`src/rtl/mul_pkg.sv`:
```
// Shared definitions for the iterative shift-and-add multiplier:
// controller state encoding and the default operand width.
package mul_pkg;

    localparam int DEFAULT_WIDTH = 8;

    typedef enum logic [1:0] {
        IDLE = 2'd0,
        BUSY = 2'd1,
        DONE = 2'd2
    } state_e;

endpackage

```
`src/rtl/barrel_shift_left.sv`:
```
// Combinational left-only barrel shifter, zero-fill, built from log2
// mux stages; each stage shifts by a power of two selected by one shamt bit.
module barrel_shift_left #(
    parameter int DW  = 16,
    parameter int SHW = 3
) (
    input  logic [DW-1:0]  data_i,
    input  logic [SHW-1:0] shamt_i,
    output logic [DW-1:0]  data_o
);

    logic [DW-1:0] stage [0:SHW];

    assign stage[0] = data_i;

    for (genvar s = 0; s < SHW; s++) begin : g_stage
        assign stage[s+1] = shamt_i[s] ? (stage[s] << (1 << s)) : stage[s];
    end

    assign data_o = stage[SHW];

endmodule

```
`src/rtl/shift_add_multiplier.sv`:
```
// Iterative unsigned WIDTH x WIDTH multiplier: one shifted partial product
// is conditionally accumulated per cycle, with valid/ready on both sides.
module shift_add_multiplier
    import mul_pkg::*;
#(
    parameter int WIDTH = DEFAULT_WIDTH
) (
    input  logic                 clk,
    input  logic                 rst_n,
    input  logic                 in_valid,
    output logic                 in_ready,
    input  logic [WIDTH-1:0]     a,
    input  logic [WIDTH-1:0]     b,
    output logic                 out_valid,
    input  logic                 out_ready,
    output logic [2*WIDTH-1:0]   product
);

    localparam int SHW = $clog2(WIDTH);

    state_e               state_q, state_d;
    logic [SHW-1:0]       step_q, step_d;
    logic [2*WIDTH-1:0]   acc_q, acc_d;
    logic [WIDTH-1:0]     a_q, a_d;
    logic [WIDTH-1:0]     b_q, b_d;
    logic [2*WIDTH-1:0]   partial;

    barrel_shift_left #(
        .DW  (2*WIDTH),
        .SHW (SHW)
    ) u_shl (
        .data_i  ({{WIDTH{1'b0}}, a_q}),
        .shamt_i (step_q),
        .data_o  (partial)
    );

    always_ff @(posedge clk or negedge rst_n) begin
        if (!rst_n) begin
            state_q <= IDLE;
            step_q  <= '0;
            acc_q   <= '0;
            a_q     <= '0;
            b_q     <= '0;
        end else begin
            state_q <= state_d;
            step_q  <= step_d;
            acc_q   <= acc_d;
            a_q     <= a_d;
            b_q     <= b_d;
        end
    end

    always_comb begin
        state_d = state_q;
        step_d  = step_q;
        acc_d   = acc_q;
        a_d     = a_q;
        b_d     = b_q;
        case (state_q)
            IDLE: begin
                if (in_valid) begin
                    a_d     = a;
                    b_d     = b;
                    acc_d   = '0;
                    step_d  = '0;
                    state_d = BUSY;
                end
            end
            BUSY: begin
                if (b_q[step_q]) acc_d = acc_q + partial;
                // step is exactly log2(WIDTH) bits, so it wraps to 0 on the last step
                step_d = step_q + SHW'(1);
                if (step_q == SHW'(WIDTH - 1)) state_d = DONE;
            end
            DONE: begin
                if (out_ready) state_d = IDLE;
            end
            default: state_d = IDLE;
        endcase
    end

    assign in_ready  = (state_q == IDLE);
    assign out_valid = (state_q == DONE);
    assign product   = acc_q;

endmodule

```
`config.mk`:
```
export PLATFORM = sky130hd
export DESIGN_NAME = shift_add_multiplier
export DESIGN_NICKNAME = d
export VERILOG_FILES = /design/src/rtl/mul_pkg.sv /design/src/rtl/barrel_shift_left.sv /design/src/rtl/shift_add_multiplier.sv
export SDC_FILE = /design/constraint.sdc
export NUM_CORES = 1
export LEC_CHECK = 0
export ABC_AREA = 1
export CORE_MARGIN = 1.5
export CORE_UTILIZATION = 64
export DETAILED_ROUTE_END_ITERATION = 10
export DONT_BUFFER_PORTS = 1
export PLACE_DENSITY_LB_ADDON = 0.15
export RECOVER_POWER = 100
export SYNTH_ARGS = -nofsm -noshare
export SYNTH_HDL_FRONTEND = slang
export SYNTH_SLANG_ARGS = --single-unit
```
`constraint.sdc`:
```
create_clock -name clk -period 2.71 [get_ports clk]
set_clock_uncertainty 0.05 [all_clocks]
set_input_delay 0.1355 -clock clk [delete_from_list [all_inputs] [get_ports clk]]
set_output_delay 0.1355 -clock clk [all_outputs]
set_load 0.02 [all_outputs]
```
==> qor.csv <==
stage;metric;value;unit
timing;f_max;0.393;GHz
cells_and_area;antenna diode count;0;
cts;# H-tree levels;2;
routing;number of DRC markers in iteration 0;199;
synthesis;Async SR Flop Fraction;100;%
job;Max Cap Viol;0;
timing;Hold Violations, Final;0;
cts;worst-skew pair later-pin latency;0.30;ns
routing;WL final;6510;um
global_route;largest net degree at the start of global routing;38;
cells_and_area;Area Overhead vs Synth;14.5;%
die;Initial Util;66.4;%
critical_path;CP arrival;2.67;ns
critical_path;Crit-path slowest cell;dfrtp_2;
routing;via count;2564;
critical_path;CP max stage delay;0.49;ns
cells_and_area;Fillers;311;
cts;clock sink total;37;
timing;Worst Max-Slew Pin Slew;0.614;ns
power;switching portion of total power;52.9;%
critical_path;Setup CP Type;reg -> reg;
routing;Final ANT Viol Nets;0;
cells_and_area;Final nets;449;
power;clock share of power;11.6;%
synthesis;post-synthesis sequential area ratio;34.8;%
routing;Avg WL per Cell;14.1;um
synthesis;Ys Warns;0;
cts;Root Driver;clkbuf_8;
power;P_sw;2.20;mW
power;VDD IR max;0.000829;V
die;I/O pin count;38;
synthesis;top cells by count, synth;nand2_1, inv_1, dfrtp_1;
cts;Max Buffers Root-to-Sink;2;
synthesis;Synth top area share;34.8;%
global_route;first-pass GRT wire length;10800;um
placed_design;I/O Buffers;0;
critical_path;worst endpoint required time;2.84;ns
routing;# DRC;0;
die;Die Y;67.4;um
synthesis;number of synthesized flops with an enable pin;0;
global_route;total gr overflow;0;
placed_design;setup slack at placement;0.0573;ns
critical_path;worst path cell trace;buf_4, o21ai_2, nand2_1, o21ai_1, mux2i_1, ha_1, a21oi_1, o21ai_0, a21oi_1, nand3_1, nand3_1, nand2_1;
routing;Via density;5.55;
global_route;vias in the first global route;2430;
die;Placement Rows;23;
timing;relative slew slack;59.1;%
synthesis;syn nets;426;
critical_path;Max FO, Critical Path;8;
die;Die Width;67.4;um
synthesis;Post-Syn Area;2660;um2
timing;fin crit share;93.8;%
global_route;gr usage total;31.9;%
placed_design;routability cong.;0.912;
run_status;status;complete, no violations;
die;Die ar.;4550;um2
cells_and_area;share of cells above drive strength 1;8.50;%
routing;drt first pass iters;5;
power;combinational power share;61.9;%
power;Power Density;1370;nW/um2
timing;RSZ-0062 raised after global routing;yes;
synthesis;Post-synth top flop;dfrtp_1;
worst_hold_path;Hold Crit Class;in -> async;
timing;Setup Total Neg Slack;0;ns
synthesis;Yosys cell types;30;
synthesis;syn avg cell area;6.85;um2
placed_design;hpwl dp;4540;um
timing;final setup margin;0.168;ns
synthesis;Synth area leaders;dfrtp_1, nand2_1, ha_1;
cts;CTS tree;built;
critical_path;Startpoint Class;flip-flop;
synthesis;Synth Register Bits;37;
timing;Final min period;2.54;ns
synthesis;Synth area leader;dfrtp_1;
timing;max-slew violation count;0;
global_route;antenna violations before repair;0;
power;Leak Pwr;1.61;nW
critical_path;critical path endpoint category;flip-flop;
cts;Num CTS Buffers;5;
cts;Clk pin slew, worst setup/hold paths;0.09;ns
synthesis;most frequent cell after synthesis;nand2_1;
timing;# setup viols final;0;
power;Flop pwr share;26.5;%
die;core area;4000;um2
power;Int Pwr;1.96;mW
synthesis;Mapped Cells;388;
==> state kept, by name (all words and copies together) (netlist names) <==
| signal | count |
|---|---|
| step_q | 3 |
| state_q | 2 |
| a_q | 8 |
| b_q | 8 |
| product | 16 |
==> kinds of logic (layout without fill, tap and decap cells) <==
logic type	after synthesis	in the layout	synth area share, %
adders and majority gates	18	18	8.76
and+or+nand+nor	221	221	35.6
muxes	3	3	1.13
buffers and inverters	54	78	8.80
DFF	37	37	34.8
AOI/OAI and AO/OA	55	55	10.9
==> worst max-delay path, delay by kind of cell (launching register included) <==
kind / cells / cell delay (ns)
AOI/OAI and AO/OA: 5 / 0.88
adders and majority gates: 1 / 0.36
buffers and inverters: 1 / 0.19
DFF: 1 / 0.49
muxes: 1 / 0.13
and+or+nand+nor: 4 / 0.31
==> placed cells by master, fill, tap and decap left out, types with 3 or more instances in the layout <==
cell	count
inv_1	40
dlygate4sd3_1	18
nand4_1	5
nand2_1	142
ha_1	16
a21oi_1	15
nor2_1	23
nor3_1	3
clkbuf_8	5
or2_2	3
o21ai_0	30
nand3_1	33
mux2i_1	3
dfrtp_1	35
buf_4	7
==> what timing repair did <==
item / in CTS / in global routing
buffers inserted: 0 / 2
hold endpoints to repair: 54 / 0
setup endpoints to repair: 0 / 13
hold buffers: 19 / 0
gates resized for setup: 0 / 13
==> metrics by stage <==
step                instances  hold WS (ns)  power (mW)  util (%)  instance area, um2
detailed placement        433        -0.209        3.50      67.5                2700
finish                    462         0.227        4.17      76.1                3040
global route              462         0.245        4.58      76.1                3040
CTS                       460         0.225        4.04      75.3                3010
floorplan                 388        -0.210        3.01         -                2660
global placement          433        -0.209        3.44      67.5                2700
==> final timing paths <==
| kind | startpoint | end | slack, ns | cells past startpoint |
|---|---|---|---|---|
| hold / removal | rst_n | b_q[3] | 0.23 | 2 |
| hold reg to reg | a_q[1] | a_q[1] | 0.46 | 2 |
| setup reg to reg | step_q[0] | product[14] | 0.17 | 12 |
| min in group clk | in_valid | state_q[0] | 0.30 | 2 |
| setup / recovery | step_q[0] | product[14] | 0.17 | 12 |
| max in group asynchronous | rst_n | product[12] | 2.18 | 2 |
==> metal layers <==
metal  vias to the layer above  GRT usage (%)  wire [um]
li1                       1294              -          -
met2                        90           53.0       3070
met4                         0           11.0         82
met1                      1173           41.1       3000
met3                         7           6.83        357
met5                         -              0          0
==> final cells by class <==
type                       count  area [um2]  share of cell area (%)
multi-input combinational    297        1510                    49.7
sequential                    37         928                    30.5
timing repair buffer          26         253                    8.31
inverter                      44         175                    5.76
clock buffer                   6        72.6                    2.38
tap                           50        62.6                    2.06
clock inverter                 2        38.8                    1.27
==> power groups by stage <==
| stage | Clock, mW | Sequential [mW] | Combinational, mW |
|---|---|---|---|
| after global placement | 0 | 1.11 | 2.32 |
| after floorplan | 0 | 1.02 | 1.99 |
| after detailed placement | 0 | 1.12 | 2.38 |
| after global routing | 0.515 | 1.13 | 2.93 |
| after CTS | 0.489 | 1.11 | 2.45 |
| final | 0.482 | 1.10 | 2.58 |
(Power assumes the default switching activity.)
